## src/rtl/serial_add_pkg.sv

```systemverilog
// Shared types and sizes for the bit-serial add scheduler.
package serial_add_pkg;

    localparam int OP_W  = 8;
    localparam int CNT_W = 3;

    typedef enum logic [1:0] {
        IDLE = 2'd0,
        LOAD = 2'd1,
        RUN  = 2'd2,
        DONE = 2'd3
    } state_t;

    // Identifies which requester owns (or last owned) the adder.
    typedef enum logic {
        REQ_A = 1'b0,
        REQ_B = 1'b1
    } req_idx_t;

endpackage

```

## src/rtl/add_bit_cell.sv

```systemverilog
// One-bit full adder built from two half-adder stages and an OR of their carries.
module add_bit_cell (
    input  logic a,
    input  logic b,
    input  logic cin,
    output logic s,
    output logic cout
);

    logic hs1_sum;
    logic hs1_carry;
    logic hs2_carry;

    // First half adder combines the operand bits, second folds in the carry.
    always_comb begin
        hs1_sum   = a ^ b;
        hs1_carry = a & b;
        s         = hs1_sum ^ cin;
        hs2_carry = hs1_sum & cin;
        cout      = hs1_carry | hs2_carry;
    end

endmodule

```

## src/rtl/serial_add_sched.sv

```systemverilog
// Round-robin scheduler sharing one LSB-first bit-serial adder between two requesters.
module serial_add_sched
    import serial_add_pkg::*;
(
    input  logic       clk,
    input  logic       rst,
    input  logic       req_a,
    input  logic [7:0] op_a_x,
    input  logic [7:0] op_a_y,
    input  logic       req_b,
    input  logic [7:0] op_b_x,
    input  logic [7:0] op_b_y,
    output logic       gnt_a,
    output logic       gnt_b,
    output logic       done_a,
    output logic       done_b,
    output logic [8:0] sum,
    output logic       busy
);

    state_t            state_q, state_d;
    req_idx_t          last_q, last_d;    // owner of the current op, and the last grant
    logic [OP_W-1:0]   x_q, x_d;
    logic [OP_W-1:0]   y_q, y_d;
    logic [OP_W-1:0]   res_q, res_d;      // sum bits enter at the MSB and shift down
    logic              carry_q, carry_d;
    logic [CNT_W-1:0]  cnt_q, cnt_d;
    logic [OP_W:0]     sum_q, sum_d;

    logic              bit_s;
    logic              bit_c;

    add_bit_cell u_bit (
        .a    (x_q[0]),
        .b    (y_q[0]),
        .cin  (carry_q),
        .s    (bit_s),
        .cout (bit_c)
    );

    // State, arbitration flag, datapath shift registers and result register.
    always_ff @(posedge clk or posedge rst) begin
        if (rst) begin
            state_q <= IDLE;
            last_q  <= REQ_B;
            x_q     <= '0;
            y_q     <= '0;
            res_q   <= '0;
            carry_q <= 1'b0;
            cnt_q   <= '0;
            sum_q   <= '0;
        end else begin
            state_q <= state_d;
            last_q  <= last_d;
            x_q     <= x_d;
            y_q     <= y_d;
            res_q   <= res_d;
            carry_q <= carry_d;
            cnt_q   <= cnt_d;
            sum_q   <= sum_d;
        end
    end

    // Next-state, round-robin grant and serial add step.
    always_comb begin
        state_d = state_q;
        last_d  = last_q;
        x_d     = x_q;
        y_d     = y_q;
        res_d   = res_q;
        carry_d = carry_q;
        cnt_d   = cnt_q;
        sum_d   = sum_q;

        case (state_q)
            IDLE: begin
                if (req_a || req_b) begin
                    state_d = LOAD;
                    if (req_a && req_b) begin
                        last_d = (last_q == REQ_B) ? REQ_A : REQ_B;
                    end else begin
                        last_d = req_a ? REQ_A : REQ_B;
                    end
                end
            end
            LOAD: begin
                x_d     = (last_q == REQ_A) ? op_a_x : op_b_x;
                y_d     = (last_q == REQ_A) ? op_a_y : op_b_y;
                res_d   = '0;
                carry_d = 1'b0;
                cnt_d   = '0;
                state_d = RUN;
            end
            RUN: begin
                x_d     = x_q >> 1;
                y_d     = y_q >> 1;
                res_d   = {bit_s, res_q[OP_W-1:1]};
                carry_d = bit_c;
                cnt_d   = cnt_q + CNT_W'(1);
                if (cnt_q == '1) begin
                    // Final bit: publish the full result as we enter DONE.
                    sum_d   = {bit_c, bit_s, res_q[OP_W-1:1]};
                    state_d = DONE;
                end
            end
            DONE: begin
                state_d = IDLE;
            end
            default: begin
                state_d = IDLE;
            end
        endcase
    end

    // Grants and done pulses decode from state so reset clears them at once.
    always_comb begin
        busy   = (state_q != IDLE);
        gnt_a  = busy && (last_q == REQ_A);
        gnt_b  = busy && (last_q == REQ_B);
        done_a = (state_q == DONE) && (last_q == REQ_A);
        done_b = (state_q == DONE) && (last_q == REQ_B);
        sum    = sum_q;
    end

endmodule

```

## config.mk

```make
export PLATFORM = sky130hd
export DESIGN_NAME = serial_add_sched
export DESIGN_NICKNAME = d
export VERILOG_FILES = /design/src/rtl/serial_add_pkg.sv /design/src/rtl/add_bit_cell.sv /design/src/rtl/serial_add_sched.sv
export SDC_FILE = /design/constraint.sdc
export NUM_CORES = 1
export LEC_CHECK = 0
export CORE_ASPECT_RATIO = 2
export CORE_MARGIN = 2
export CORE_UTILIZATION = 48
export DETAILED_ROUTE_END_ITERATION = 8
export PLACE_DENSITY = 0.83
export SYNTH_ARGS = -nofsm -noshare
export SYNTH_HDL_FRONTEND = slang
export SYNTH_SLANG_ARGS = --single-unit
```

## constraint.sdc

```tcl
create_clock -name clk -period 2 [get_ports clk]
set_clock_uncertainty 0.1 [all_clocks]
set_input_delay 0.4 -clock clk [delete_from_list [all_inputs] [get_ports clk]]
set_output_delay 0.4 -clock clk [all_outputs]
set_load 0.1 [all_outputs]
```

==> parameters.txt, run 1 <==
Parameter                              Value

CTS
  CTS Sinks ... 39
  Clock insertion delay at the later pin of the skew report ... 290 ps
  Clock buffer count from CTS ... 5
  Clock slew at the register clock pins of the worst setup and hold paths ... 70 ps
  Post-CTS setup buffers ... 0
  Maximum root-to-sink buffer count ... 2
  CTS tree ... built
  Number of H-tree branching levels ... 2
  Master cell of the clock root buffer ... sky130_fd_sc_hd__clkbuf_8

Final layout
  Fin nets ... 280
  P&R area growth vs syn ... 37.8%
  Diodes inserted ... 0
  Commonest non-fill, non-tap cell in the layout ... sky130_fd_sc_hd__dfrtp_1
  Count of fill cells added during filler insertion ... 311
  Area occupied by multi-input gates ... 815 um^2
  Area used by sequential logic in the layout ... 977 um^2
  Leading cell types in the layout, fill and taps excluded ... sky130_fd_sc_hd__dfrtp_1, sky130_fd_sc_hd__clkdlybuf4s50_1, sky130_fd_sc_hd__o21ai_0
  Layout cells sized above 1 ... 17.2%

Setup path
  CP Class ... reg -> out
  Slowest cell on crit path ... sky130_fd_sc_hd__dfrtp_1
  CP Capture Type ... primary output
  R2R depth ... 6
  Capture instance of the worst register-to-register path ... y_q[1]
  Worst reg-to-reg setup slack ... 260 ps
  Source of the worst register-to-register timing path ... state_q[1]
  Type of element launching the critical path ... flip-flop
  Signal arrival time at the worst endpoint ... 1360 ps
  Largest fanout on the critical path ... 6
  Largest stage delay on the critical path ... 410 ps
  Chain of cells forming the critical path ... inv_1, ha_2, nor2b_2, buf_12
  Critical path data required time ... 1500 ps

STA
  RSZ-0062 raised after global routing ... false
  Hold slack final ... 394 ps
  TNS Setup ... 0 ps
  Final min period ... 1860 ps
  F_max ... 539 MHz
  Post-route clock period utilization ... 92.8%
  Hold Fails Final Rpt ... 0
  Final setup fails ... 0
  Actual transition at the worst max-transition pin ... 477 ps
  Worst slew slack as a fraction of its limit ... 68.2%
  Max-slew violation count ... 0

Synthesis
  Distinct cells, synth ... 27
  Part of the Yosys area used for sequential elements ... 50.4%
  Synthesized area ... 0.00194 mm^2
  Number of warning messages in the yosys log ... 0
  Post-synthesis net count ... 229
  Gate Count Post-Synth ... 186
  Synth Area per Inst ... 10.4 um^2
  Number of synthesized register bits ... 39

GRT
  Wire length of the first global-routing pass ... 6580 um
  Number of global-route vias before repair ... 1,556
  Antenna violations before repair ... 0
  Maximum number of pins on one net before global-route repair ... 40
  GRT Util Overall ... 18.7%
  GR Overflow Total ... 0

Hold path
  Type of the worst min-delay path ... reg -> reg
  WHS Path Cells ... 2
  Start point of the worst min-delay path ... sum[1]
  Worst Hold Path EP ... sum[1]

Detailed routing
  Post-DRT Antenna Nets ... 0
  Average vias per placed instance ... 5.22
  Final routed DRC violation total ... 0
  Average detailed-routed wire length per instance ... 12.7 um
  Number of optimization iterations in the first detailed-route pass ... 4
  First-iteration detailed-routing DRC count ... 29
  Final wirelength ... 3670 um
  Routed via count ... 1,510

Die
  Die X ... 49.0 um
  FP Rows ... 32
  Starting utilization of the core area ... 50.0%
  Floorplan Core Area ... 0.00388 mm^2
  Overall die height ... 93.9 um
  Total die area ... 0.00460 mm^2
  I/O Pins ... 50

Status
  Run status ... finished, final reports clean

Place
  DPL Wire Length ... 2790 um
  PortBufs ... 49
  Final weighted congestion in routability-driven placement ... 0.817

Job
  Max-capacitance violation count ... 0

Pwr
  Static power due to leakage ... 1.20 nW
  Total Power Consumption ... 0.00395 W
  Total power per unit cell area ... 1480 mW/mm^2
  Largest vdd supply drop ... 0.000953 V
-- what timing repair did --
action / CTS / global route
hold buffers: 0 / 0
setup endpoints to repair: 0 / 1
resized for setup: 0 / 1
-- routing by layer --
metal  part of all wire [%]  GRT usage (%)  wire (um)
met5                      0              0          0
met4                    2.6           9.52         96
met3                    3.8           3.50        138
met2                     56           35.2       2070
met1                     37           19.1       1370
-- through the flow --
| stage | cells | utilization, % | setup WS, ps | instance area (um^2) |
|---|---|---|---|---|
| floorplan | 186 | - | -161 | 1950 |
| global placement | 281 | 66.6 | 280 | 2590 |
| detailed placement | 281 | 66.6 | 227 | 2590 |
| CTS | 289 | 68.8 | 70.5 | 2670 |
| global route | 289 | 68.9 | 59.3 | 2680 |
| finish | 289 | 68.9 | 144 | 2680 |
-- worst max path at each step --
stage,startpoint,endpoint,slack (ps),cells after the start
2_1_floorplan,last_q,gnt_b,-160,3
3_3_place_gp,state_q[1],y_q[0],280,6
3_5_place_dp,state_q[1],y_q[1],230,6
4_1_cts,state_q[1],gnt_b,70,4
5_1_grt,state_q[1],gnt_b,60,4
6_report,state_q[1],gnt_b,140,4
-- flip-flops by register name (all words and copies together) (netlist names) --
register and count:
sum 9, x_q 8, carry_q 1, y_q 8
cnt_q 3, res_q 7, state_q 2, last_q 1
-- report_power, final --
part / switching (W) / leakage [nW] / internal, W
sequential: 0.000157 / 0.510 / 0.00105
clock: 0.000273 / 0.0412 / 0.000243
combinational: 0.00131 / 0.647 / 0.000924
total: 0.00174 / 1.20 / 0.00221
-- cell usage after synthesis --
master	count	area, um^2
sky130_fd_sc_hd__fa_1	1	20.0
sky130_fd_sc_hd__o22ai_1	2	12.5
sky130_fd_sc_hd__o21ai_1	2	10.0
sky130_fd_sc_hd__and2b_1	1	7.51
sky130_fd_sc_hd__buf_6	5	56.3
sky130_fd_sc_hd__mux2_2	2	22.5
sky130_fd_sc_hd__a21oi_1	10	50.1
sky130_fd_sc_hd__nand3_1	7	35.0
sky130_fd_sc_hd__a21oi_2	1	8.76
sky130_fd_sc_hd__nand2_1	12	45.0
sky130_fd_sc_hd__and2_4	1	8.76
sky130_fd_sc_hd__and2_1	1	6.26
sky130_fd_sc_hd__o21ai_0	29	145
sky130_fd_sc_hd__nor3b_2	1	12.5
sky130_fd_sc_hd__buf_2	5	25.0
sky130_fd_sc_hd__nor2_1	1	3.75
sky130_fd_sc_hd__nor2b_1	15	93.8
sky130_fd_sc_hd__buf_4	2	15.0
sky130_fd_sc_hd__dfrtp_1	38	951
sky130_fd_sc_hd__o32a_1	1	10.0
sky130_fd_sc_hd__mux2i_1	17	170
sky130_fd_sc_hd__a31oi_1	6	37.5
sky130_fd_sc_hd__mux2_4	1	15.0
sky130_fd_sc_hd__ha_1	6	75.1
sky130_fd_sc_hd__inv_1	17	63.8
sky130_fd_sc_hd__dfstp_2	1	26.3
sky130_fd_sc_hd__nand2b_4	1	13.8
-- cell families after synthesis --
logic type	synth area share [%]
AO/OA/AOI/OAI	14.1
flip-flops	50.4
adder cells (fa/ha/maj)	4.90
multiplexers	10.7
AND/OR/NAND/NOR	11.7
buffers and inverters	8.25
-- final cells by class --
cell class | count | area share (%)
inverters | 17 | 2.39
flip-flops and latches | 39 | 36.5
clock inverters | 2 | 0.468
well taps | 51 | 2.39
multi-input cells | 118 | 30.4
clock buffers | 6 | 2.71
repair buffers | 56 | 25.1
-- worst max-delay path: cells and delay by family (launching register included) --
| family | cells | cell delay [ps] |
|---|---|---|
| fa+ha+maj | 1 | 220 |
| buf+inv | 2 | 270 |
| flops | 1 | 410 |
| simple gates | 1 | 160 |
(Power assumes the default switching activity.)
==> inputs of run 2 (changes only) <==
- GPL_TIMING_DRIVEN: default -> 0
==> parameters.txt, run 2 (synthesized netlist as in run 1, its figures left out) <==
Parameter                              Value

Status
  Run status ... finished, final reports clean

Setup path
  Largest fanout on the critical path ... 2
  CP Capture Type ... primary output
  Slowest cell on crit path ... sky130_fd_sc_hd__clkdlybuf4s15_1
  Largest stage delay on the critical path ... 820 ps
  Signal arrival time at the worst endpoint ... 1450 ps
  CP Class ... reg -> out
  R2R depth ... 5
  Cell depth of the worst setup path ... 1
  Worst setup path end ... sum[6]
  Chain of cells forming the critical path ... clkdlybuf4s15_1
  Kind of cell with the highest combined delay on the critical path ... buffers and inverters
  Source of the worst register-to-register timing path ... state_q[1]
  Number of buffer and inverter stages on the critical path ... 1
  Critical path data required time ... 1500 ps
  Capture instance of the worst register-to-register path ... state_q[1]
  Worst reg-to-reg setup slack ... 360 ps
  Type of element launching the critical path ... flip-flop
  Worst setup path startpoint ... sum[6]

Final layout
  Area used by sequential logic in the layout ... 977 um^2
  Leading cell types in the layout, fill and taps excluded ... sky130_fd_sc_hd__dfrtp_1, sky130_fd_sc_hd__clkdlybuf4s50_1, sky130_fd_sc_hd__o21ai_0
  Layout cells sized above 1 ... 16.2%
  Number of flip-flops in the largest register ... 9
  Fin nets ... 284
  Area occupied by multi-input gates ... 820 um^2
  Diodes inserted ... 0
  Layout Utilization ... 67.1%
  P&R area growth vs syn ... 34.4%
  Count of fill cells added during filler insertion ... 326
  Commonest non-fill, non-tap cell in the layout ... sky130_fd_sc_hd__dfrtp_1

CTS
  Post-CTS setup buffers ... 0
  CTS tree ... built
  Clock insertion delay at the later pin of the skew report ... 280 ps
  Master cell of the clock root buffer ... sky130_fd_sc_hd__clkbuf_8
  Clock slew at the register clock pins of the worst setup and hold paths ... 70 ps
  Maximum root-to-sink buffer count ... 2
  CTS Sinks ... 39
  Clock buffer count from CTS ... 5
  Hold buffers post-CTS ... 0
  Number of H-tree branching levels ... 2

GRT
  Maximum number of pins on one net before global-route repair ... 40
  GRT Util Overall ... 18.4%
  Wire length of the first global-routing pass ... 6470 um
  GR Overflow Total ... 0
  Antenna violations before repair ... 0
  Number of global-route vias before repair ... 1,573

Pwr
  Total Power Consumption ... 0.00406 W
  Static power due to leakage ... 1.19 nW
  Total power per unit cell area ... 1560 mW/mm^2
  Largest vdd supply drop ... 0.000993 V

Die
  Floorplan Core Area ... 0.00388 mm^2
  Die X ... 49.0 um
  FP Rows ... 32
  Starting utilization of the core area ... 50.0%
  Overall die height ... 93.9 um
  I/O Pins ... 50
  Total die area ... 0.00460 mm^2

Detailed routing
  Final routed DRC violation total ... 0
  Routed length on met3 ... 111 um
  Post-DRT Antenna Nets ... 0
  Routed via count ... 1,501
  Uppermost layer routed ... met4
  Number of optimization iterations in the first detailed-route pass ... 4
  Average detailed-routed wire length per instance ... 12.6 um
  Wire length the detailed router placed on met1 ... 1320 um
  Average vias per placed instance ... 5.14
  First-iteration detailed-routing DRC count ... 14
  Met2 wire length ... 2170 um
  Final wirelength ... 3680 um

STA
  Actual transition at the worst max-transition pin ... 951 ps
  F_max ... 512 MHz
  Hold slack final ... 378 ps
  Worst slew slack as a fraction of its limit ... 36.9%
  Hold Fails Final Rpt ... 0
  Final setup fails ... 0
  Post-route clock period utilization ... 97.7%
  RSZ-0062 raised after global routing ... false
  TNS Setup ... 0 ps
  Max-slew violation count ... 0
  Final min period ... 1950 ps

Job
  Max-capacitance violation count ... 0

Place
  Final weighted congestion in routability-driven placement ... 0.804
  DPL Wire Length ... 2850 um
  PortBufs ... 49

Hold path
  Type of the worst min-delay path ... reg -> reg
[run 2: cell count changes in the layout (fill, tap and decap cells not counted), moves of 2 or more]
cell                              previous run  this run
sky130_fd_sc_hd__clkbuf_2                    0         2
sky130_fd_sc_hd__clkdlybuf4s15_1             0         7
sky130_fd_sc_hd__buf_4                       8         2
sky130_fd_sc_hd__buf_12                     13         2
sky130_fd_sc_hd__buf_6                       0         6
sky130_fd_sc_hd__buf_2                       0         4
[run 2: power by group]
group	switching (W)	leakage (nW)	internal, W
clock	0.000254	0.0470	0.000270
sequential	0.000148	0.510	0.00105
combinational	0.00135	0.634	0.000990
total	0.00176	1.19	0.00231
[run 2: worst min-delay path by stage]
stage	slack (ps)	from	endpoint	cells past startpoint
2_1_floorplan	350	x_q[2]	x_q[1]	2
5_1_grt	410	sum[0]	sum[0]	2
6_report	380	sum[3]	sum[3]	2
3_3_place_gp	360	sum[4]	sum[4]	2
4_1_cts	380	sum[4]	sum[4]	2
3_5_place_dp	370	sum[4]	sum[4]	2
[run 2: layer usage]
metal	global-route usage (%)	vias up
met5	0	-
met4	10.0	0
met3	3.66	6
met2	35.4	44
met1	17.7	717
li1	-	734
[run 2: area by class of cell]
type,count,share of cell area [%]
Buffer,11,3.79
Clock buffer,6,3.17
Clock inverter,1,0.192
Inverter,17,2.45
Multi-Input combinational cell,118,31.4
Sequential cell,39,37.5
Tap cell,51,2.45
Timing Repair Buffer,49,19.0
[run 2: repair_timing]
action / CTS / global route
gates cloned: 0 / 0
gates resized for setup: 47 / 14
setup endpoints to repair: 14 / 14
hold endpoints to repair: 0 / 0
[run 2: metrics by stage]
stage                     area [um^2]  setup slack (ps)  cells
final                            2610              46.2    292
after global routing             2610              3.81    292
after CTS                        2600            0.0415    293
after detailed placement         2500              -645    286
after global placement           2500              -644    286
after floorplan                  1950              -161    186
==> inputs of run 3 (changes only) <==
- CORE_UTILIZATION: 48 -> 50
- CTS_BUF_LIST: default -> sky130_fd_sc_hd__clkbuf_2 sky130_fd_sc_hd__clkbuf_4 sky130_fd_sc_hd__clkbuf_8
- PLACE_DENSITY: 0.83 -> 0.86
==> parameters.txt, run 3 (synthesized netlist as in run 1, its figures left out) <==
Parameter                              Value

Status
  Run status ... finished, final reports clean

Detailed routing
  Average vias per placed instance ... 5.15
  Number of optimization iterations in the first detailed-route pass ... 4
  Routed via count ... 1,510
  Final wirelength ... 3970 um
  Average detailed-routed wire length per instance ... 13.5 um
  Post-DRT Antenna Nets ... 0
  First-iteration detailed-routing DRC count ... 23
  Final routed DRC violation total ... 0

CTS
  CTS Sinks ... 39
  CTS tree ... built
  Maximum root-to-sink buffer count ... 2
  Clock slew at the register clock pins of the worst setup and hold paths ... 80 ps
  Hold buffers post-CTS ... 0
  Clock insertion delay at the later pin of the skew report ... 290 ps
  Clock buffer count from CTS ... 5
  Master cell of the clock root buffer ... sky130_fd_sc_hd__clkbuf_8
  Post-CTS setup buffers ... 0
  Number of H-tree branching levels ... 2

Die
  Total die area ... 0.00443 mm^2
  FP Rows ... 32
  Overall die height ... 92.1 um
  I/O Pins ... 50
  Die X ... 48.1 um
  Starting utilization of the core area ... 51.0%
  Floorplan Core Area ... 0.00380 mm^2

GRT
  Number of global-route vias before repair ... 1,572
  GR Overflow Total ... 0
  GRT Util Overall ... 20.8%
  Maximum number of pins on one net before global-route repair ... 40
  Antenna violations before repair ... 0
  Wire length of the first global-routing pass ... 6650 um

Setup path
  Kind of cell with the highest combined delay on the critical path ... buffers and inverters
  CP Class ... reg -> out
  Signal arrival time at the worst endpoint ... 1450 ps
  CP Capture Type ... primary output
  Number of buffer and inverter stages on the critical path ... 1
  Slowest cell on crit path ... sky130_fd_sc_hd__clkdlybuf4s15_1
  Largest stage delay on the critical path ... 820 ps
  Chain of cells forming the critical path ... clkdlybuf4s15_1
  Critical path data required time ... 1500 ps
  Type of element launching the critical path ... flip-flop
  Largest fanout on the critical path ... 2

Pwr
  Total power per unit cell area ... 1620 mW/mm^2
  Total Power Consumption ... 0.00424 W
  Static power due to leakage ... 1.21 nW
  Largest vdd supply drop ... 0.00138 V

Final layout
  Final standard cell count with taps included and fillers excluded ... 293
  Leading cell types in the layout, fill and taps excluded ... sky130_fd_sc_hd__dfrtp_1, sky130_fd_sc_hd__clkdlybuf4s50_1, sky130_fd_sc_hd__o21ai_0
  Number of flip-flops in the largest register ... 9
  Commonest non-fill, non-tap cell in the layout ... sky130_fd_sc_hd__dfrtp_1
  Diodes inserted ... 0
  Layout Utilization ... 68.9%
  P&R area growth vs syn ... 35.1%
  Fin nets ... 284
  Layout cells sized above 1 ... 17.8%
  Count of fill cells added during filler insertion ... 297

STA
  Max-slew violation count ... 0
  Hold Fails Final Rpt ... 0
  Actual transition at the worst max-transition pin ... 949 ps
  Final setup fails ... 0
  Worst slew slack as a fraction of its limit ... 37.0%
  Final min period ... 1950 ps
  Worst path setup slack after routing ... 46.3 ps
  F_max ... 512 MHz
  RSZ-0062 raised after global routing ... false
  Post-route clock period utilization ... 97.7%

Place
  DPL Wire Length ... 2990 um
  Final weighted congestion in routability-driven placement ... 0.819
  PortBufs ... 49
  Placed cell count ... 286
  Post-placement worst setup slack ... -653 ps

Job
  Max-capacitance violation count ... 0

Hold path
  Type of the worst min-delay path ... reg -> reg
==> run 3: cell count changes in the layout (fill, tap and decap cells not counted), sizes merged <==
| cell | previous run | this run |
|---|---|---|
| bufinv | 0 | 1 |
| clkdlybuf4s15 | 7 | 4 |
| clkbuf | 9 | 12 |
==> run 3: worst paths after layout <==
| check | startpoint | end | slack (ps) | cells past startpoint |
|---|---|---|---|---|
| setup / recovery | sum[5] | sum[5] | 50 | 1 |
| hold / removal | sum[3] | sum[3] | 380 | 2 |
| min in group asynchronous | rst | sum[7] | 470 | 2 |
| max in group asynchronous | rst | sum[0] | 830 | 2 |
| hold reg to reg | sum[3] | sum[3] | 380 | 2 |
| setup reg to reg | state_q[0] | sum[0] | 320 | 6 |
==> run 3: through the flow <==
| stage | cell area, um^2 | hold slack, ps | TNS (ps) |
|---|---|---|---|
| finish | 2620 | 381 | 0 |
| global route | 2620 | 409 | 0 |
| global placement | 2500 | 360 | -8280 |
| CTS | 2640 | 382 | 0 |
| detailed placement | 2500 | 370 | -2650 |
| floorplan | 1950 | 354 | -161 |
==> run 3: report_power, final <==
| part | switching [W] | internal [W] | total, W |
|---|---|---|---|
| clock network | 0.000275 | 0.000404 | 0.000678 |
| logic | 0.00137 | 0.000993 | 0.00236 |
| registers | 0.000154 | 0.00105 | 0.00120 |
==> run 3: routing by layer <==
metal  vias to the layer above  wire, um  GRT usage (%)
met2                        37      2340           36.3
met3                         9        95           3.94
li1                        735         -              -
met4                         0        99           9.91
met1                       729      1430           21.9
met5                         -         0              0
==> run 3: repair_timing <==
item,CTS,global route
cloned,0,0
endpoints found under the setup margin,14,14
pin swaps,0,0
resized for setup,51,13
hold endpoints to repair,0,0
==> run 3: area by class of cell <==
class	count	area [um^2]	area share, %
buffer	11	98.8	3.77
clock buffer	6	82.6	3.15
clock inverter	2	35.0	1.34
inverter	17	63.8	2.43
multi-input combinational	118	820	31.2
sequential	39	977	37.3
tap	51	63.8	2.43
timing repair buffer	49	482	18.4
